File: src/rtl/t_bank_count_ctrl.sv
// t_bank_count_ctrl
// Sequences a bank of T flip-flops (q <= q ^ t_vec) as a programmable
// up/down counter with parallel load, run-to-limit, abort and done pulse.
// Ports:
//   clk, rst        rising-edge clock, asynchronous active-high reset
//   start, dir      begin a run (IDLE only); direction 1=up 0=down
//   limit           terminal value, sampled with start
//   load, load_val  parallel load through toggles (IDLE only, beats start)
//   abort           end a run immediately, q frozen (RUN only)
//   t_vec           toggle enables applied this cycle (combinational)
//   q, qb           bank state and its complement
//   busy, done      high in RUN; high for the single DONE cycle
module t_bank_count_ctrl #(
    parameter int unsigned WIDTH = 4
) (
    input  logic             clk,
    input  logic             rst,
    input  logic             start,
    input  logic             dir,
    input  logic [WIDTH-1:0] limit,
    input  logic             load,
    input  logic [WIDTH-1:0] load_val,
    input  logic             abort,
    output logic [WIDTH-1:0] t_vec,
    output logic [WIDTH-1:0] q,
    output logic [WIDTH-1:0] qb,
    output logic             busy,
    output logic             done
);

    localparam logic [1:0] S_IDLE = 2'd0;
    localparam logic [1:0] S_RUN  = 2'd1;
    localparam logic [1:0] S_DONE = 2'd2;

    logic [1:0]       state;
    logic [1:0]       state_nxt;
    logic             dir_r;
    logic [WIDTH-1:0] limit_r;
    logic             capture;
    logic [WIDTH-1:0] step_vec;

    // Ripple toggle enables: bit i toggles when all lower bits are 1 (up) or 0 (down)
    always_comb begin
        logic carry;
        carry    = 1'b1;
        step_vec = '0;
        for (int unsigned i = 0; i < WIDTH; i++) begin
            step_vec[i] = carry;
            carry       = carry & (dir_r ? q[i] : ~q[i]);
        end
    end

    // Next-state and toggle decode
    always_comb begin
        state_nxt = state;
        t_vec     = '0;
        capture   = 1'b0;
        case (state)
            S_IDLE: begin
                if (load) begin
                    t_vec = q ^ load_val;
                end else if (start) begin
                    capture   = 1'b1;
                    state_nxt = S_RUN;
                end
            end
            S_RUN: begin
                if (abort) begin
                    state_nxt = S_IDLE;
                end else if (q == limit_r) begin
                    state_nxt = S_DONE;
                end else begin
                    t_vec = step_vec;
                end
            end
            S_DONE: begin
                state_nxt = S_IDLE;
            end
            default: begin
                state_nxt = S_IDLE;
            end
        endcase
    end

    // State, bank and run parameters; busy/done registered from next state
    always_ff @(posedge clk or posedge rst) begin
        if (rst) begin
            state   <= S_IDLE;
            q       <= '0;
            dir_r   <= 1'b0;
            limit_r <= '0;
            busy    <= 1'b0;
            done    <= 1'b0;
        end else begin
            state <= state_nxt;
            q     <= q ^ t_vec;
            busy  <= (state_nxt == S_RUN);
            done  <= (state_nxt == S_DONE);
            if (capture) begin
                dir_r   <= dir;
                limit_r <= limit;
            end
        end
    end

    assign qb = ~q;

endmodule

File: config.mk
export PLATFORM = sky130hd
export DESIGN_NAME = t_bank_count_ctrl
export DESIGN_NICKNAME = d
export VERILOG_FILES = /design/src/rtl/t_bank_count_ctrl.sv
export SDC_FILE = /design/constraint.sdc
export NUM_CORES = 1
export LEC_CHECK = 0
export CAP_MARGIN = 20
export CORE_AREA = 2 2 48 50
export DETAILED_ROUTE_END_ITERATION = 16
export DIE_AREA = 0 0 50 52
export PLACE_DENSITY = 0.7
export SLEW_MARGIN = 20
export SYNTH_ARGS = -nofsm -noshare
export SYNTH_HDL_FRONTEND = slang
export SYNTH_SLANG_ARGS = --single-unit
export TNS_END_PERCENT = 50
File: constraint.sdc
create_clock -name clk -period 1.5 [get_ports clk]
set_input_delay 0.3 -clock clk [delete_from_list [all_inputs] [get_ports clk]]
set_output_delay 0.3 -clock clk [all_outputs]
set_load 0.01 [all_outputs]
# Word level (Yosys, flattened, before mapping)
# Index checks and enable logic that the tools add are counted.
[totals]
regBits = 13
[classes]
n_mux = 15
n_eq_ne = 4
bitwise = 8
reduce_logical = 1
[ops]
columns = ["op", "n"]
rows = [
  ["4-bit two-way mux", 3],
  ["2-bit two-way mux", 4],
  ["4-bit one-hot mux with 2 select lines", 1],
  ["4-bit XOR", 2],
  ["1-bit two-way mux", 6],
  ["2-bit by 1-bit == test with 1-bit output (second input constant)", 2],
  ["4-bit == test", 1],
  ["4-bit inverter", 1],
  ["2-bit one-hot mux with 2 select lines", 1],
  ["1-bit inverter", 3],
  ["1-bit bitwise AND", 2],
  ["2-bit == test (second input constant)", 1],
  ["2-bit logical NOT", 1],
]

# Longest topological paths before layout
# Gate-level depths: netlist (run 1).
[depth]
ltp_word = 8
depth_mapped = 6
ltp_nobuf = 4

# Worst setup path before layout (run 1)
# OpenSTA, ideal clock, no wires.
[synth_path]
path_kind = "reg2out"
start = "register state[1]"
end = "output port t_vec[1]"
n_path_buf = 1
required_ns = 1.200
arrival_time_ns = 1.407
path_stages_with_launch = 5
slack_ns = -0.207
path_cell_list = "dfrtp_1 -> or3b_1 -> a41o_1 -> buf_6 -> o22ai_1"
[synth_via]
elab_chain_len = 2
word_cells_on_any_way = 3
[synth_lines]
columns = ["element", "line_no", "rtl"]
rows = [
  ["from (decl)", "35", "logic [1:0] state;"],
  ["from (signal assigned)", "95", "state <= state_nxt;"],
  ["2-bit by 1-bit == test with 1-bit output / 2-bit logical NOT (equally long branches)", "58", "case (state)"],
  ["4-bit one-hot mux with 2 select lines (*)", "58", ""],
  ["to (decl)", "24", "output logic [WIDTH-1:0] t_vec,"],
]
# Every way passes the cells marked *; elsewhere a longest branch is shown, timed or not.

# Final worst setup path (run 1)
[layout_path]
start = "register state[1]"
end = "output port t_vec[2]"
# The elaborated chain is that of the path after synthesis.

==> out/qor.yml, run 1 <==
pwr:
  power_density_mw_per_mm2: 1605
  vdd_drop_max_mv: 0.8604
  p_leak_uw: 0.0005945
  switchingPower_uw: 759.8
  p_sw_share_pct: 37.85
  p_total_uw: 2008
  share_comb_of_total_power_pct: 62.2
  p_clk_share_pct: 10.6
  p_int_uw: 1248
  seqPwrFrac_pct: 27.2
placed_design:
  postPlaceCellArea_sq_mm: 0.001184
  gp_congestion: 0.7622
  post-dp-hpwl_um: 1441
  io_buffers: 27
floorplanning:
  initial_core_util_pct: 35.47
  die_area_sq_mm: 0.002600
  io_pins: 28
  die_w_um: 50
  coreArea_sq_mm: 0.002106
  dieHeight_um: 52
  num_rows: 17
critical_path:
  critPathMaxStageDelay_ns: 0.38
  critical_path_class: "reg -> out"
  crit_required_ns: 1.20
  worst-path-buf-inv: 2
  cp-start-kind: "flip-flop"
  cp.arrival_ns: 1.71
  crit_path_max_fanout: 5
  cp-end-kind: "primary output"
  crit_family: "simple AND/OR/NAND/NOR gates"
  crit_path_top_delay_cell: "dfrtp_1"
  crit_chain: "or3b_4 -> a41o_1 -> buf_6 -> nor2b_4 -> a21o_1 -> buf_2"
synthesis:
  syn_area_sq_um: 747.0
  post-synth-top-area-cell: "dfrtp_1"
  seq_area_frac_synth_pct: 43.55
  synthFlopType: "dfrtp_1"
  syn_nets: 87
  ys_ff_latch: 13
  avgSynthCellArea_sq_um: 10.23
  async_flop_share_pct: 100.0
  yosys.cell_count.top_type: "dfrtp_1"
  ys_warn_count: 0
  ys_types: 29
  netlist_instances: 73
  synthTopCellsByCount: "13 x dfrtp_1, 8 x nand2_1, 6 x xnor2_1"
  netlist.area_leader.share_pct: 43.55
  synth_area_leaders: "dfrtp_1 44%, mux2_2 7.5%, xnor2_1 7.0%, nand2_1 4.0%, xor2_1 3.5%"
  synth-edff-count: 0
global_routing:
  antenna_found_initial: 0
  grt_pass1_wl_um: 3036
  grt-ovfl-total: 0
  grt_usage_pct: 15.68
  grt_pass1_vias: 705
  grt_max_degree: 14
sta:
  min_period_over_period_pct: 133.9
  skew_ns: 0.002203
  max_freq_mhz: 498.1
  hold_ws_ns: 0.3360
  finalHoldViolCount: 0
  rsz0062_at_grt: "yes"
  tightest_slew_ns: 0.4767
  tns_ns: -2.376
  maxSlewViolCount: 0
  setup_slack_ns: -0.5078
  max_slew_margin_pct: 68.19
  setup_viol: 8
  layout_min_cycle_time_ns: 2.008
cells_and_area:
  drive_above_1_share_pct: 38.21
  antenna_cells: 0
  syn_to_final_growth_pct: 67.50
  utilization_pct: 59.42
  num-fill-cells: 187
  final_cell_area_sq_mm: 0.001251
  fin_nets: 138
clock_tree:
  clock_sinks: 13
  root_buffer: "clkbuf_4"
  cts-buffers-inserted: 3
  cts_hold_buffers: 0
  insertion_delay_ns: 0.27
  path_clk_slew_ns: 0.08
  cts_tree: "yes"
  h-tree-depth: 1
  cts_buffer_depth: 2
run_status:
  outcome: "finished with violations"
  violations: "negative setup slack"
route:
  vias: 699
  drcViolationCount: 0
  finalWirelength_um: 1830
  first_pass_iters: 4
  drt_iter0_drc: 10
  drt-vias-per-instance: 4.629
  ant_nets: 0
  wl_per_cell_um: 12.12
run:
  cap_violations: 0
min_path:
  hold_path_class: "in -> async"
[stage by stage]
stage / std cells / worst slack, ns
2_1_floorplan: 73 / -0.1585
3_3_place_gp: 144 / -1.004
3_5_place_dp: 144 / -1.015
4_1_cts: 150 / -0.5516
5_1_grt: 151 / -0.5945
6_report: 151 / -0.5078
[final timing paths]
check / from / end / slack (ns) / cells after the start
worst max-delay path: state[1] / t_vec[2] / -0.51 / 6
worst min-delay path: rst / limit_r[0] / 0.34 / 2
worst max register to register: state[1] / q[2] / -0.16 / 6
worst min register to register: limit_r[2] / limit_r[2] / 0.53 / 1
max in group asynchronous: rst / dir_r / 0.84 / 2
min in group clk: abort / state[1] / 0.50 / 4
[registers in the layout, summed over array words and instances, names as in the netlist]
signal / count
busy: 1
dir_r: 1
done: 1
limit_r: 4
q: 4
state: 2
[routing by layer]
layer,wire (um),GRT usage [%]
met1,787,19.75
met2,969,26.97
met3,53,0.8621
met4,19,8.333
met5,0,0
[cell families (layout without fill, tap and decap cells)]
logic type	after synthesis	after routing	synth area share, %
AOI/OAI and AO/OA	11	11	10.55
xor gates and xnor gates	9	9	10.55
muxes	6	6	8.877
buffers and inverters	9	59	5.862
and+or+nand+nor	25	25	20.60
DFF	13	13	43.55
[power by group through the flow]
stage	Combinational (uW)	Clock [uW]	Sequential, uW
after floorplan	618	0	569
after global placement	1250	0	542
after detailed placement	1270	0	547
after CTS	1200	223	539
after global routing	1350	241	565
final	1250	213	545
[placed cells by master (no fill, tap or decap), drive strengths merged, types with 2 or more instances in the layout]
cell type | Yosys | layout
buf | 3 | 27
clkdlybuf4s50 | 0 | 14
dfrtp | 13 | 13
nand2 | 8 | 8
dlygate4sd2 | 0 | 6
xnor2 | 6 | 6
mux2 | 5 | 5
inv | 5 | 5
nor2 | 5 | 5
clkbuf | 1 | 5
xor2 | 3 | 3
nand4 | 2 | 2
or2b | 2 | 2
o21ai | 2 | 2
a21o | 2 | 2
o221ai | 2 | 2
clkdlybuf4s15 | 0 | 2
nand3 | 2 | 2
[what timing repair did]
action | in CTS | in global routing
pin swaps | 2 | 3
gates resized for setup | 29 | 10
setup buffers | 2 | 1
setup endpoints to repair | 16 | 16
[layout make-up]
| class | count | area (sq um) | share of cell area [%] |
|---|---|---|---|
| Tap cell | 28 | 35.03 | 2.800 |
| Timing Repair Buffer | 50 | 425.4 | 34.00 |
| Clock buffer | 4 | 26.28 | 2.100 |
| Multi-Input combinational cell | 51 | 420.4 | 33.60 |
| Sequential cell | 13 | 325.3 | 26.00 |
| Inverter | 5 | 18.77 | 1.500 |
No activity file was read; power rests on OpenSTA's default activity.
==> run 2: changes to the inputs <==
- CORE_AREA: 2 2 48 50 -> 2 2 44 46
- DIE_AREA: 0 0 50 52 -> 0 0 46 48
- PLACE_DENSITY: 0.7 -> 0.79
- clock period: 1.5 -> 2.55 ns (I/O delays scaled with it)
==> run 2 against run 1 <==
Effect of this change: the run now ends clean; non-clock buffer count down 12; first-iteration DRC count decreased by 60%; largest power group unchanged; die area is 15% lower; critical endpoint is now t_vec[1]; sequential power is 41% lower; highest routed layer unchanged; critical path depth decreased by 2; critical path type unchanged; core utilization rose by 7.1 points; register-to-register slack gained 1.1 ns; clock skew hardly changed; setup slack better by 0.78 ns; via count down 4.3%.
==> out/qor.yml, run 2 (synthesis gave the netlist of run 1 again) <==
route:
  drt-vias-per-instance: 5.227  # was 4.629
  finalWirelength_um: 1686  # was 1830 um
  vias: 669  # was 699
  wl_per_cell_um: 13.17  # was 12.12 um
  drcViolationCount: 0  # unchanged
  drt_iter0_drc: 4  # was 10
  first_pass_iters: 4  # unchanged
  ant_nets: 0  # unchanged
global_routing:
  grt-ovfl-total: 0  # unchanged
  antenna_found_initial: 0  # unchanged
  grt_pass1_vias: 668  # was 705
  grt_usage_pct: 18.91  # was 15.68%
  grt_pass1_wl_um: 2794  # was 3036 um
  grt_max_degree: 14  # unchanged
floorplanning:
  num_rows: 15  # was 17
  dieHeight_um: 48  # was 52 um
  io_pins: 28  # unchanged
  die_w_um: 46  # was 50 um
  die_area_sq_mm: 0.002208  # was 0.002600 sq mm
  initial_core_util_pct: 44.22  # was 35.47%
  coreArea_sq_mm: 0.001689  # was 0.002106 sq mm
cells_and_area:
  syn_to_final_growth_pct: 50.42  # was 67.50%
  final_cell_mix: "22 x clkdlybuf4s50_1, 13 x dfrtp_1, 11 x buf_4"  # was 19 x buf_4, 14 x clkdlybuf4s50_1, 13 x dfrtp_1
  num-fill-cells: 137  # was 187
  antenna_cells: 0  # unchanged
  final_common_cell: "clkdlybuf4s50_1"  # was buf_4
  reg_top3: "limit_r x4, q x4, state x2"  # unchanged
  drive_above_1_share_pct: 26.13  # was 38.21%
  fin_nets: 126  # was 138
pwr:
  seqPwrFrac_pct: 29.0  # was 27.2%
  power_density_mw_per_mm2: 982.9  # was 1605 mW/mm^2
  p_total_uw: 1104  # was 2008 uW
  p_int_uw: 689.0  # was 1248 uW
  p_sw_share_pct: 37.61  # was 37.85%
  p_leak_uw: 0.0005131  # was 0.0005945 uW
  switchingPower_uw: 415.4  # was 759.8 uW
  share_comb_of_total_power_pct: 59.9  # was 62.2%
  p_clk_share_pct: 11.1  # was 10.6%
  vdd_drop_max_mv: 0.6770  # was 0.8604 mV
critical_path:
  crit_path_max_fanout: 7  # was 5
  r2r_slack_ns: 0.95  # was -0.16 ns
  cp-end-kind: "primary output"  # unchanged
  critical_path_class: "reg -> out"  # unchanged
  reg2reg_from: "state[1]"  # unchanged
  crit_required_ns: 2.04  # was 1.20 ns
  cp.arrival_ns: 1.77  # was 1.71 ns
  startpoint: "state[1]"  # unchanged
  cp-start-kind: "flip-flop"  # unchanged
min_path:
  hold_path_class: "reg -> reg"  # was in -> async
  hp-start: "limit_r[1]"
sta:
  layout_min_cycle_time_ns: 2.277
  rsz0062_at_grt: "no"  # was yes
  tightest_slew_ns: 0.4749  # was 0.4767 ns
  maxSlewViolCount: 0  # unchanged
  setup_viol: 0  # was 8
  hold_ws_ns: 0.5303  # was 0.3360 ns
  finalHoldViolCount: 0  # unchanged
  skew_ns: 0.001740  # was 0.002203 ns
  min_period_over_period_pct: 89.31
  max_slew_margin_pct: 68.30  # was 68.19%
  max_freq_mhz: 439.1
placed_design:
  gp_congestion: 0.8573  # was 0.7622
  io_buffers: 27  # unchanged
  post-dp-hpwl_um: 1376  # was 1441 um
clock_tree:
  h-tree-depth: 1  # unchanged
  clock_sinks: 13  # unchanged
  root_buffer: "clkbuf_4"  # unchanged
  cts-buffers-inserted: 3  # unchanged
  cts_setup_buffers: 0  # was 2
  cts_tree: "yes"  # unchanged
  cts_buffer_depth: 2  # unchanged
  insertion_delay_ns: 0.27  # about the same
  path_clk_slew_ns: 0.07  # was 0.08 ns
  cts_hold_buffers: 0  # unchanged
run:
  cap_violations: 0  # unchanged
run_status:
  outcome: "complete, no violations"  # was finished with violations
==> run 2: final timing paths <==
check / to / cells after the start
min in group asynchronous: limit_r[0] / 2
worst min-delay path: limit_r[1] / 1
max in group asynchronous: q[2] / 2
worst max register to register: q[1] / 5
worst min register to register: limit_r[1] / 1
worst max-delay path: t_vec[1] / 4
==> run 2: cell type report <==
cell class / count / area [sq um] / area share (%)
multi-input combinational: 51 / 391.6 / 34.86
tap: 17 / 21.27 / 1.893
sequential: 13 / 325.3 / 28.95
timing repair buffer: 38 / 340.3 / 30.29
clock buffer: 4 / 26.28 / 2.339
inverter: 5 / 18.77 / 1.670
==> run 2: power groups by stage <==
stage	Clock [uW]	Combinational, uW	Sequential, uW
finish	123	662	320
global route	142	722	331
CTS	130	668	321
detailed placement	0	668	325
global placement	0	650	322
floorplan	0	354	334
==> run 2: repair_timing <==
action,4_1_cts,5_1_grt
cloned,0,0
hold endpoints to repair,0,0
endpoints found under the setup margin,4,3
gates resized for setup,14,3
==> run 2: worst max-delay path: stages (launching register included) <==
cell	delay [ns]
dfrtp_1	0.38
or3b_4	0.41
a41o_4	0.28
o22ai_1	0.16
clkdlybuf4s15_1	0.26
==> run 2: through the flow <==
step                utilization (%)  TNS [ns]  area, sq um  cells  setup slack (ns)
floorplan                         -         0        747.0     73            0.5406
detailed placement            64.89    -1.561         1096    124           -0.4555
CTS                           66.59         0         1125    128          0.002474
finish                        66.52         0         1124    128            0.2725
global placement              64.89    -1.342         1096    124           -0.3985
global route                  66.52         0         1124    128            0.1858
==> run 2: per-layer routing <==
metal	track usage (%)	part of all wire, %
met1	19.11	41
met2	32.50	50
met3	6.415	4.6
met4	13.71	3.9
met5	0	0
==> run 3: changes to the inputs <==
- SLEW_MARGIN: 20 -> 10
==> results of run 3 <==
The final DEF is identical to that of run 2; final timing and power are the same.
